### config.mk
export PLATFORM = sky130hd
export DESIGN_NAME = rc_multicast_fork
export DESIGN_NICKNAME = d
export VERILOG_FILES = /design/src/rtl/rc_multicast_fork.sv
export SDC_FILE = /design/constraint.sdc
export NUM_CORES = 1
export LEC_CHECK = 0
export CORE_MARGIN = 2
export CORE_UTILIZATION = 50
export CTS_CLUSTER_DIAMETER = 150
export DETAILED_ROUTE_END_ITERATION = 16
export GPL_ROUTABILITY_DRIVEN = 0
export PLACE_DENSITY = 0.84
export SYNTH_ARGS = -nofsm -noshare
export SYNTH_HDL_FRONTEND = slang
export SYNTH_SLANG_ARGS = --single-unit
### constraint.sdc
create_clock -name rc_clk -period 2.5 [get_ports rc_clk]
set_clock_uncertainty 0.1 [all_clocks]
set_input_delay 0.5 -clock rc_clk [delete_from_list [all_inputs] [get_ports rc_clk]]
set_output_delay 0.5 -clock rc_clk [all_outputs]
set_load 0.01 [all_outputs]
### src/rtl/rc_multicast_fork.sv
// Multicast fork: accepts one flit and emits one copy per output direction whose
// mask overlaps the destination bitmap. Copies go out in ascending port order.
module rc_multicast_fork #(
  parameter int unsigned DATASIZE = 30,
  parameter int unsigned DST_LSB  = 9,
  parameter int unsigned DST_W    = 16,
  parameter int unsigned NPORT    = 5,
  parameter logic [NPORT*DST_W-1:0] PORT_MASK =
    {16'h00E0, 16'h0000, 16'hFF00, 16'h000F, 16'h0010}
) (
  input  logic                rc_clk,
  input  logic                rst_n,
  input  logic [DATASIZE-1:0] in_data,
  input  logic                in_valid,
  output logic                in_ready,
  output logic [DATASIZE-1:0] out_data,
  output logic [NPORT-1:0]    out_dir,
  output logic                out_valid,
  input  logic                out_ready,
  output logic                busy,
  output logic [7:0]          drop_cnt
);

  typedef enum logic {IDLE = 1'b0, FORK = 1'b1} state_t;

  state_t              state;
  logic [DATASIZE-1:0] flit_q;
  logic [NPORT-1:0]    pending;

  logic [DST_W-1:0]    in_dst;
  logic [NPORT-1:0]    acc_pend;
  logic [NPORT-1:0]    src_pend;
  logic [DATASIZE-1:0] src_flit;
  logic [NPORT-1:0]    sel_oh;
  logic [DST_W-1:0]    sel_mask;
  logic [DATASIZE-1:0] fork_data;
  logic                found;

  assign in_ready  = (state == IDLE);
  assign busy      = ~in_ready;
  assign out_valid = (state == FORK);
  assign in_dst    = in_data[DST_LSB +: DST_W];

  always_comb begin
    acc_pend = '0;
    for (int unsigned p = 0; p < NPORT; p++)
      acc_pend[p] = |(in_dst & PORT_MASK[p*DST_W +: DST_W]);
  end

  // The next copy is computed from the incoming flit when idle, or from the
  // pending set minus the copy being handed off, so output regs load directly.
  always_comb begin
    src_pend  = (state == IDLE) ? acc_pend : (pending & ~out_dir);
    src_flit  = (state == IDLE) ? in_data : flit_q;
    sel_oh    = '0;
    sel_mask  = '0;
    found     = 1'b0;
    for (int unsigned p = 0; p < NPORT; p++) begin
      if (src_pend[p] && !found) begin
        sel_oh[p] = 1'b1;
        sel_mask  = PORT_MASK[p*DST_W +: DST_W];
        found     = 1'b1;
      end
    end
    fork_data                    = src_flit;
    fork_data[DST_LSB +: DST_W]  = src_flit[DST_LSB +: DST_W] & sel_mask;
    fork_data[0]                 = 1'b1;
  end

  always_ff @(posedge rc_clk or negedge rst_n) begin
    if (!rst_n) begin
      state    <= IDLE;
      flit_q   <= '0;
      pending  <= '0;
      out_data <= '0;
      out_dir  <= '0;
      drop_cnt <= '0;
    end else begin
      case (state)
        IDLE: begin
          if (in_valid) begin
            flit_q  <= in_data;
            pending <= acc_pend;
            if (acc_pend == '0) begin
              if (drop_cnt != '1) drop_cnt <= drop_cnt + 8'd1;
            end else begin
              state    <= FORK;
              out_data <= fork_data;
              out_dir  <= sel_oh;
            end
          end
        end
        FORK: begin
          if (out_ready) begin
            pending <= src_pend;
            if (src_pend == '0) begin
              state <= IDLE;
            end else begin
              out_data <= fork_data;
              out_dir  <= sel_oh;
            end
          end
        end
        default: state <= IDLE;
      endcase
    end
  end

endmodule

# [After elaboration in Yosys (flattened, before gate mapping)]
# Index checks and enable logic that the tools add are counted.
[totals] word_cells=66 output_inout_bits=46 inputBits=34 ff_bits=79
[op_classes] bitwise_logic=4 n_eq_ne=5 addsub=1 reduce_logical=17 n_mux=33
[ops] operator="2-to-1 mux 30 bit" count=5
[ops] operator="2-to-1 mux 16 bit" count=4
[ops] operator="one-hot mux 30 bit (2 select lines)" count=1
[ops] operator="2-to-1 mux 5 bit" count=8
[ops] operator="one-hot mux 5 bit (2 select lines)" count=2
[ops] operator="bitwise AND 16 bit" count=1
[ops] operator="2-to-1 mux 1 bit" count=12
[ops] operator="logical NOT 5 bit" count=2
[ops] operator="adder 8 x 1 -> 8 bit, second input constant" count=1
[ops] operator="inequality test 2 bit, second input constant" count=4
[ops] operator="inequality test 8 bit, second input constant" count=1
[ops] operator="AND reduction 4 bit" count=2
[ops] operator="OR reduction 8 bit" count=1
[ops] operator="bitwise AND 5 bit" count=1
[ops] operator="NOT 5 bit" count=1
[ops] operator="logical AND 1 bit" count=4
[ops] operator="logical NOT 1 bit" count=4
[ops] operator="AND reduction 2 bit" count=2
[ops] operator="OR reduction 4 bit" count=1
[ops] operator="OR reduction 3 bit" count=1
[ops] operator="one-hot mux 1 bit (2 select lines)" count=1
[ops] operator="NOT 1 bit" count=1

# [Logic depth before layout (Yosys ltp)]
[logic_depth] ltp_word=20 ltp_mapped=8 mapped_depth_nobuf=6

# [Worst setup path after synthesis]
# No wires, ideal clock.
[synth_timing] path_kind="input-to-reg" start="in in_data[9]" end="reg out_data[10]" setup_ns=0.127 path_buffers=2 required_ns=2.273 arrival_time_ns=2.029 setup_slack_ns=0.243 cell_stages=7 path_cell_list="or4_4 nor2_1 a31oi_1 o21ba_1 buf_6 buf_8 mux2_1"
[synth_via] elab_chain_cells=17 elab_cells_between_ends=27 cone_classes="2 x eq/ne; 13 x mux; 1 x bitwise; 11 x reduce/logical"
[synth_rtl] element="from (decl)" line_no="13" source="input logic [DATASIZE-1:0] in_data,"
[synth_rtl] element="OR reduction 4 bit *" line_no="47" source="acc_pend[p] = |(in_dst & PORT_MASK[p*DST_W +: DST_W]);"
[synth_rtl] element="2-to-1 mux 5 bit" line_no="53" source="src_pend = (state == IDLE) ? acc_pend : (pending & ~out_dir);"
[synth_rtl] element="logical AND 1 bit" line_no="59" source="if (src_pend[p] && !found) begin"
[synth_rtl] element="2-to-1 mux 1 bit" line_no="59"
[synth_rtl] element="logical NOT 1 bit" line_no="59"
[synth_rtl] element="logical AND 1 bit" line_no="59"
[synth_rtl] element="2-to-1 mux 1 bit" line_no="59"
[synth_rtl] element="logical NOT 1 bit" line_no="59"
[synth_rtl] element="logical AND 1 bit" line_no="59"
[synth_rtl] element="2-to-1 mux 1 bit" line_no="59"
[synth_rtl] element="logical NOT 1 bit" line_no="59"
[synth_rtl] element="logical AND 1 bit" line_no="59"
[synth_rtl] element="2-to-1 mux 16 bit" line_no="59"
[synth_rtl] element="bitwise AND 16 bit" line_no="66" source="fork_data[DST_LSB +: DST_W] = src_flit[DST_LSB +: DST_W] & sel_mask;"
[synth_rtl] element="2-to-1 mux 30 bit, on equally long branches" line_no="96, 84"
[synth_rtl] element="2-to-1 mux 30 bit, on equally long branches" line_no="94, 81"
[synth_rtl] element="one-hot mux 30 bit (2 select lines)" line_no="79" source="case (state)"
[synth_rtl] element="to (signal assigned)" line_no="88" source="out_data <= fork_data;"
[synth_rtl] element="to (signal assigned)" line_no="99" source="out_data <= fork_data;"
[synth_rtl] element="to (decl)" line_no="16" source="output logic [DATASIZE-1:0] out_data,"
# Every way passes the cells marked *; elsewhere a longest branch is shown, timed or not. The select of a mux whose other input is x is not followed.
# A chain may end at the register's enable or synchronous reset.

# [Final worst setup path]
[layout_timing] start="in in_data[10]" end="reg out_data[25]"
[layout_via] elab_chain_cells=5 elab_cells_between_ends=7 cone_classes="2 x eq/ne; 1 x mux; 4 x reduce/logical"
[layout_rtl] element="OR reduction 4 bit *" line_no="47"
[layout_rtl] element="2-to-1 mux 5 bit" line_no="53"
[layout_rtl] element="logical NOT 5 bit" line_no="96" source="if (src_pend == '0) begin"
[layout_rtl] element="inequality test 2 bit (no source line)"
[layout_rtl] element="AND reduction 4 bit (no source line) *"
# Every way passes the cells marked *; elsewhere a longest branch is shown, timed or not.

==> impl_metrics.toml <==
[status]
status = "completed"

[floorplan]
num_io_pins = 80
initial_core_util_pct = 51.70
die_w_um = 88.05
core_um2 = 6832
dieArea_um2 = 7753
fp-row-count = 30
die_h_um = 88.05

[logic_synthesis]
synth_warnings = 0
ys_ff_latch = 78
syn-instance-count = 273
synthTopCellsByArea = "dfrtp_1, mux2_2, mux2i_1"
netlist_area_um2 = 3532
synth.avg_cell_area_um2 = 12.94
yosysSeqAreaShare_pct = 55.26
synth_top_area_cell = "dfrtp_1"
synth_top_cell_area_share_pct = 55.26
ys_types = 41
synth_nets = 308

[timing]
period_share_pct = 96.40
setup_tns_ns = 0
hold_viol = 0
relSlewSlack_pct = 53.57
post-route-min-period_ns = 2.410
fin_ws_ns = 0.09006
tightestPinTransition_ns = 0.6965
finalSetupViolCount = 0
holdWs_ns = 0.07910
drv_slew = 0
rsz0062_at_grt = "no"
fmax_mhz = 414.9

[detailed_routing]
vias_per_cell = 5.270
firstDrtPassIters = 4
vias = 2535
drtAntennaViolNets = 0
wire_per_inst_um = 15.60
drt_iter0_drc = 123
wl_um = 7506
drcViolationCount = 0

[clocking]
cts_max_level = 3
cts_tree = "done"
clockBufferDepth = 2
clockRootBuffer = "clkbuf_8"
clk_pin_slew_ns = 0.08
clkSinkCount = 78
cts_buffers = 9
hold_buffers = 0
clock_latency_ns = 0.34

[place]
placedInstanceArea_um2 = 4574
place_hpwl_um = 5258
numPortBuffers = 78
dp_slack_ns = -0.3118

[setup_path]
cp_max_fo = 23
required_ns = 2.63
worstPathArrival_ns = 2.54
crit_path_end_kind = "register"
path_class = "in2reg"
start_kind = "input pin"

[pwr]
power_density_nw_per_um2 = 1127
ir_drop_mv = 0.6007
p_total_mw = 5.396
leakage_nw = 2.139

[global_route]
grt_pass1_wl_um = 12370
antenna_found_initial = 0
grt_use_total_pct = 20.94
grt_pass1_vias = 2573
grt_overflow = 0
grt_max_degree = 56

[final_layout]
fillers = 528
fin_nets = 415
design_area_um2 = 4790
layout-drive-gt1-share_pct = 26.49
area_growth_pct = 35.60
antenna_cells = 0

[flow_run]
max_cap_violations = 0

[min_path]
min-delay-path-class = "in2async"
synthesized netlist by cell type (all sizes together):
master   count
nand2       16
buf         10
dfrtp       78
inv          2
mux2i       16
a211o        1
ha           1
and2         2
nand2b       5
a31oi        2
clkinv       1
mux2        59
nor2        12
a41oi        1
nor2b        1
nand3        7
o2bb2ai     12
a21bo        1
o21ba        1
nor4         5
nor3         6
and3         1
o21ai       10
a21o         2
a21oi        4
nand4        3
xnor2        1
xor2         6
clkbuf       4
nor3b        1
or2          1
or4          1
stage by stage:
step | util, % | instances
after detailed placement | 66.96 | 465
after global routing | 70.11 | 481
after CTS | 69.89 | 481
final | 70.11 | 481
after global placement | 66.96 | 465
after floorplan | - | 273
cell families after synthesis:
family | synth area share [%]
flip-flops | 55.26
multiplexers | 23.34
AND/OR/NAND/NOR | 8.715
AO/OA/AOI/OAI | 7.155
buffers and inverters | 3.436
XOR/XNOR | 1.736
adder cells (fa/ha/maj) | 0.3542
where the power goes:
| group | leakage [nW] | total (mW) | switching [mW] | internal, mW |
|---|---|---|---|---|
| Combinational | 1.07 | 2.37 | 1.00 | 1.37 |
| Sequential | 0.972 | 2.08 | 0.289 | 1.79 |
| Clock | 0.0955 | 0.940 | 0.451 | 0.489 |
| Total | 2.14 | 5.40 | 1.74 | 3.65 |
routing by layer:
metal / part of all wire (%) / track usage [%]
met1: 44 / 27.38
met2: 50 / 33.40
met3: 3.1 / 2.733
met4: 2.9 / 12.67
met5: 0 / 0
worst paths after layout:
check / startpoint / to / slack (ns) / cells after the start
max in group asynchronous: rst_n / flit_q[2] / 1.54 / 2
min in group rc_clk: out_data[0] / out_data[0] / 0.37 / 1
hold reg to reg: out_data[0] / out_data[0] / 0.37 / 1
setup / recovery: in_data[10] / out_data[25] / 0.09 / 7
setup reg to reg: busy / out_dir[2] / 0.52 / 6
hold / removal: rst_n / drop_cnt[0] / 0.08 / 1
cells in the final DEF, fill, tap and decap left out, types with 2 or more instances in the layout:
cell	Yosys	layout
nand4_1	3	3
a21oi_1	4	4
nor3_1	6	6
nand2_1	16	16
nand3_1	7	7
a31oi_1	2	2
nor2_1	12	12
o21ai_0	10	10
buf_4	1	32
clkdlybuf4s50_1	0	77
nor4_1	4	3
clkbuf_8	0	10
mux2i_1	16	16
xor2_1	6	6
a21o_1	2	2
inv_1	2	2
mux2_2	47	47
mux2_1	12	12
clkinvlp_4	0	2
o2bb2ai_2	2	2
dfrtp_1	78	77
nand2b_1	5	5
o2bb2ai_1	10	10
final cells by class:
type | instances | area [um^2] | share of cell area, %
clock inverter | 5 | 58.81 | 1.228
inverter | 3 | 11.26 | 0.2351
sequential | 78 | 1953 | 40.78
tap | 96 | 120.1 | 2.508
clock buffer | 11 | 141.4 | 2.952
timing repair buffer | 110 | 1031 | 21.53
multi-input combinational | 178 | 1474 | 30.77
registers in the layout, summed over array words and instances (netlist names):
| register | count |
|---|---|
| out_data | 30 |
| flit_q | 29 |
| drop_cnt | 8 |
| out_dir | 5 |
| pending | 5 |
| busy | 1 |
critical path, cell delays in order:
cell and delay [ns]:
clkdlybuf4s50_1 0.46, or4_4 0.54, nor2_1 0.10, a31oi_1 0.10
o21ba_1 0.28, buf_12 0.19, mux2_2 0.35
timing repair:
action / 4_1_cts / 5_1_grt
setup endpoints to repair: 0 / 25
hold endpoints to repair: 0 / 0
gates resized for setup: 0 / 2
buffers inserted: 0 / 0
Power figures use the tool's default switching activity.
==> patch 1, RTL diff (config.mk and constraints unchanged) <==
Set the parameter `DATASIZE` to 60 (it was 30).
--- a/src/rtl/rc_multicast_fork.sv
+++ b/src/rtl/rc_multicast_fork.sv
@@ -1,7 +1,7 @@
 // Multicast fork: accepts one flit and emits one copy per output direction whose
 // mask overlaps the destination bitmap. Copies go out in ascending port order.
 module rc_multicast_fork #(
-  parameter int unsigned DATASIZE = 30,
+  parameter int unsigned DATASIZE = 60,
   parameter int unsigned DST_LSB  = 9,
   parameter int unsigned DST_W    = 16,
   parameter int unsigned NPORT    = 5,
Ports: changed (resized in_data and out_data); port bits go from 80 to 140. The function was not compared with the original's and may differ.
==> patch 1 against the original RTL <==
- sequential cell count increased by 60
- routed wire length increased by 82%
- area after synthesis increased by 75%
- fmax decreased by 0.59%
- sequential power increased by 83%
- critical path depth decreased by 5
- clock power increased to 2.5 times the old value
- total power increased by 97%
- setup slack got worse by 14 ps
- design area increased by 78%
- critical endpoint is now in_ready
- largest power group unchanged
==> patch 1: results (changes against the original RTL) <==
stage,metric,value,unit,change
run_status,status,finished clean,,
worst_setup_path,r2r_setup_slack,210,ps,-310 ps
synthesis,synthCells,425,,+56%
layout,clk_share,0.06557,,+0.02377
worst_setup_path,cp-start-kind,flip-flop,,
detailed_routing,routed_wl,13680,um,+82%
layout,buf_share,0.1947,,-0.02060
layout,nNonClkInverters,4,,+1
synthesis,ys_seq_area_frac,0.5581,,+0.005536
layout,multi_input_area_share,0.3081,,+0.0003214
worst_setup_path,r2r_end,out_data[3],,
layout,fillers,854,,+62%
global_route,grt_max_degree,53,,-5.4%
worst_setup_path,cp_slowest_cell,dfrtp_4,,
placed_design,post-place-ws,-294.7,ps,+17.12 ps
worst_setup_path,cp_max_fo,19,,-17%
clock_network,htree_levels,4,,+1
layout,nClkBuffers,24,,+13
detailed_routing,num_vias,4090,,+61%
global_route,grt_usage,0.2207,,+0.01128
worst_hold_path,hold_class,flip-flop to flip-flop,,
placed_design,port_buffers,138,,+77%
synthesis,yosys-top-cells-area,"dfrtp_1 56%, mux2_2 27%, mux2_4 1.9%, mux2i_1 1.6%, nor4_4 1.4%",,
clock_network,root_buffer,clkbuf_16,,
synthesis,synth_fp_nets,490,,+59%
worst_setup_path,critical_path_arrival,1820,ps,-720 ps
pwr,leakagePower,0.003711,uW,+73%
sta,slew_headroom,0.6465,,+0.1109
layout,seq-cell-share,0.4053,,-0.002474
worst_setup_path,critPathTopFamily,buffers and inverters,,
clock_network,clk_latency,420,ps,+80 ps
synthesis,synth.top_cells.by_count,"148 x mux2_2, 138 x dfrtp_1, 12 x nand2_1, 10 x buf_2, 10 x mux2i_1",,
sta,finalSetupViolCount,0,,unchanged
layout,instances_no_fill,770,,+60%
layout,largest_reg_flops,60,,+100%
worst_setup_path,r2r_cells,5,,-1
layout,buffers,168,,+53%
layout,nets,654,,+58%
detailed_routing,drt-initial-drc-count,193,,+57%
die,taps,168,,+75%
sta,max_freq,412.5,MHz,-0.59%
clock_network,cts.sinks,138,,+77%
worst_setup_path,cp-endpoint,in_ready,,
clock_network,cts_buffers,17,,+8
layout,register_area,3457,sq um,+77%
worst_setup_path,slowest_delay,590,ps,+50 ps
placed_design,dp_cells,737,,+58%
placed_design,post-dp-hpwl,9281,um,+77%
global_route,grt_pass1_wl,22400,um,+81%
layout,multi_input_gates,260,,+46%
clock_network,clk_pin_slew,50,ps,-30 ps
detailed_routing,dr.pass1.iters,5,,+1
layout,layout-drive-gt1-share,0.3804,,+0.1155
## patch 1: cell types whose count changed in the layout (fill, tap and decap cells not counted), moves of 11 or more
cell             change
dfrtp_1             +60
clkbuf_16           +17
clkdlybuf4s50_1     +60
mux2_1              -11
mux2_2             +101
## patch 1: worst min path at each step
stage / endpoint / slack (ps) / cells after the start
global route: out_data[0] / 410 / 1
floorplan: busy / 100 / 0
detailed placement: flit_q[19] / 350 / 1
global placement: out_data[0] / 340 / 1
finish: out_data[0] / 390 / 1
CTS: out_data[16] / 400 / 1
## patch 1: cell families (layout without fill, tap and decap cells)
logic type | after synthesis | after routing | share of synthesized area
adder cells (fa/ha/maj) | 1 | 1 | 0.002022
AO/OA/AOI/OAI | 36 | 36 | 0.04651
buffers and inverters | 27 | 204 | 0.02143
multiplexers | 167 | 167 | 0.3068
flip-flops | 138 | 138 | 0.5581
XOR/XNOR | 7 | 7 | 0.009909
AND/OR/NAND/NOR | 49 | 49 | 0.05521
## patch 1: repair_timing
action                                  in CTS  in global routing
gates resized for setup                      0                  1
hold buffers                                 1                  0
endpoints found under the hold margin       41                  0
buffers inserted                             0                  0
endpoints found under the setup margin       0                  9
## patch 1: per-layer routing
layer	GRT usage	routed length [um]	vias to the layer above
li1	-	-	1877
met1	0.2555	5510	2048
met2	0.3725	6823	146
met3	0.08329	1125	19
met4	0.08675	216	0
met5	0	0	-
## patch 1: where the power goes
part           leakage, uW  internal, uW  switching, uW
Clock             0.000280          1460            887
Sequential         0.00168          3250            555
Combinational      0.00175          2760           1720
Total              0.00371          7470           3160
## patch 1: worst register-to-register path: stages (launching register included)
cell     delay, ps
dfrtp_4        580
buf_4          330
nand2_1        250
o21ai_4        260
buf_12         260
mux2_2         390
==> patch 2, RTL diff (config.mk and constraints unchanged) <==
Made on the original files. Register the output `drop_cnt` once more; this adds one clock of latency there. The other outputs are not delayed to match.
--- a/src/rtl/rc_multicast_fork.sv
+++ b/src/rtl/rc_multicast_fork.sv
@@ -22,6 +22,8 @@
 );
 
   typedef enum logic {IDLE = 1'b0, FORK = 1'b1} state_t;
+
+  logic [7:0] drop_cnt_s0;
 
   state_t              state;
   logic [DATASIZE-1:0] flit_q;
@@ -74,7 +76,7 @@
       pending  <= '0;
       out_data <= '0;
       out_dir  <= '0;
-      drop_cnt <= '0;
+      drop_cnt_s0 <= '0;
     end else begin
       case (state)
         IDLE: begin
@@ -82,7 +84,7 @@
             flit_q  <= in_data;
             pending <= acc_pend;
             if (acc_pend == '0) begin
-              if (drop_cnt != '1) drop_cnt <= drop_cnt + 8'd1;
+              if (drop_cnt_s0 != '1) drop_cnt_s0 <= drop_cnt_s0 + 8'd1;
             end else begin
               state    <= FORK;
               out_data <= fork_data;
@@ -106,5 +108,9 @@
     end
   end
 
+  always_ff @(posedge rc_clk) begin
+    drop_cnt <= drop_cnt_s0;
+  end
+
 endmodule
 
Formal check against the unedited RTL: not equivalent (Yosys sat finds a counterexample within 4 cycles, from zero or initial values and one cycle with rst_n low).
==> patch 2 against the original RTL <==
- setup slack worse by 45 ps
- routed wire length up 14%
- worst hold slack worse by 65 ps
- via count up 14%
- total power down 0.44%
- count of clock-buffer cells in the layout down 2
- sequential cell count up 8
- area after synthesis up 3.5%
- sequential power up 3%
- non-clock buffer count down 2
- design area up 4.1%
- critical endpoint is now out_dir[1]
==> patch 2: results (changes against the original RTL) <==
stage,metric,value,unit,change
run_status,status,finished clean,,
worst_setup_path,cp_slowest_cell,or4b_4,,
synthesis,ys_async_sr_fraction,0.9070,,-0.09302
synthesis,synth_fp_nets,374,,+21%
layout,layout-drive-gt1-share,0.2063,,-0.05866
global_route,grt_max_degree,41,,-27%
layout,n_antenna_cell,0,,unchanged
clock_network,clk_latency,350,ps,
pwr,ir_drop,0.5609,mV,-6.6%
placed_design,dp_cells,526,,+13%
synthesis,ys_seq_area_frac,0.5777,,+0.02508
clock_network,cts_buffers,9,,unchanged
worst_setup_path,cp_max_fo,20,,-13%
detailed_routing,drt-initial-drc-count,232,,+89%
synthesis,synth.top_cells.by_count,"105 x nand2_1, 78 x dfrtp_1, 31 x mux2_2, 12 x clkbuf_1, 12 x mux2i_1",,
detailed_routing,dr.pass1.iters,5,,+1
global_route,grt_pass1_vias,2885,,+12%
sta,worstMarginPinSlew,540.4,ps,-156.1 ps
placed_design,post-dp-hpwl,5904,um,+12%
placed_design,place_area,4738,sq um,+3.6%
synthesis,yosys-top-cells-area,"dfrtp_1 53%, nand2_1 11%, mux2_2 9.5%, dfxtp_1 4.4%, mux2i_1 3.3%",,
clock_network,root_buffer,clkbuf_8,,
global_route,grt_pass1_wl,13790,um,+11%
synthesis,synth_cell_types,39,,-4.9%
detailed_routing,routed_wl,8587,um,+14%
clock_network,htree_levels,3,,unchanged
layout,reg_top3,"out_data (30), flit_q (29)",,
detailed_routing,avgViaCountPerCell,5.286,,+0.30%
clock_network,clockBufferDepth,2,,unchanged
layout,nets,476,,+15%
synthesis,synth_warnings,0,,unchanged
synthesis,synth_ff_type,dfrtp_1,,
placed_design,port_buffers,78,,unchanged
pwr,leakagePower,0.002379,uW,+11%
detailed_routing,wl_per_cell,15.76,um,+0.97%
worst_setup_path,critical_path_arrival,2600,ps,+60 ps
worst_hold_path,hold_class,input port to asynchronous set/reset pin,,
global_route,grt_usage,0.2276,,+0.01817
clock_network,clk_pin_slew,90,ps,
global_route,antenna_found_initial,0,,unchanged
synthesis,avgSynthCellArea,10.78,sq um,-17%
worst_setup_path,slowest_delay,530,ps,
[patch 2: cell count changes after synthesis, sizes merged, moves of 3 or more]
cell    before  now
dfxtp        0    8
mux2        59   31
inv          2    5
nand2       16  105
mux2i       16   12
buf         10    5
a22o         0    4
clkbuf       4   12
nor2        12    9
[patch 2: cell families (layout without fill, tap and decap cells)]
kind of cell,count (synthesis),count (layout),synth area share
and+or+nand+nor,144,144,0.1739
DFF,86,86,0.5777
muxes,43,43,0.1283
AOI/OAI and AO/OA,36,36,0.07426
buffers and inverters,22,129,0.02567
xor gates and xnor gates,7,7,0.01677
adders and majority gates,1,1,0.003422
[patch 2: what timing repair did]
item                       in CTS  in global routing
setup buffers                   3                  0
pin swaps                       8                  1
setup endpoints to repair      39                 22
gates resized for setup        23                  1
hold buffers                    0                  0
[patch 2: per-stage QoR]
| stage | total power [uW] | worst slack [ps] |
|---|---|---|
| global placement | 4281 | -519.6 |
| finish | 5372 | 45.01 |
| global route | 5718 | 3.166 |
| floorplan | 3375 | 13.22 |
| CTS | 5389 | 0.02021 |
| detailed placement | 4388 | -586.6 |
[patch 2: per-layer routing]
metal | global-route usage | wire, um
met1 | 0.2980 | 3621
met2 | 0.3684 | 4343
met3 | 0.05725 | 542
met4 | 0.08277 | 78
met5 | 0 | 0
[patch 2: area by class of cell]
cell class / count / area, sq um
fill: 531 / 2191
sequential: 86 / 2112
multi-input combinational: 231 / 1488
timing repair buffer: 108 / 1040
clock buffer: 9 / 123.9
tap: 99 / 123.9
clock inverter: 7 / 78.83
inverter: 5 / 18.77
[patch 2: final timing paths]
check,startpoint,to,slack (ps),cells after the start
setup / recovery,in_data[15],out_dir[1],50,8
hold / removal,rst_n,out_data[7],10,1
setup reg to reg,busy,out_data[16],400,5
hold reg to reg,drop_cnt_s0[5],drop_cnt[5],330,0
max in group asynchronous,rst_n,pending[2],1670,2
min in group rc_clk,drop_cnt_s0[5],drop_cnt[5],330,0
[patch 2: power by group]
group          leakage [uW]  switching (uW)  internal, uW
clock              0.000105             529           476
combinational       0.00121            1020          1200
sequential          0.00106             285          1860
total               0.00238            1840          3540
[patch 2: critical path: cells and delay by family]
| family | cells | cell delay [ps] |
|---|---|---|
| AOI/OAI and AO/OA | 1 | 80 |
| buffers and inverters | 3 | 580 |
| muxes | 1 | 280 |
| and+or+nand+nor | 3 | 1140 |
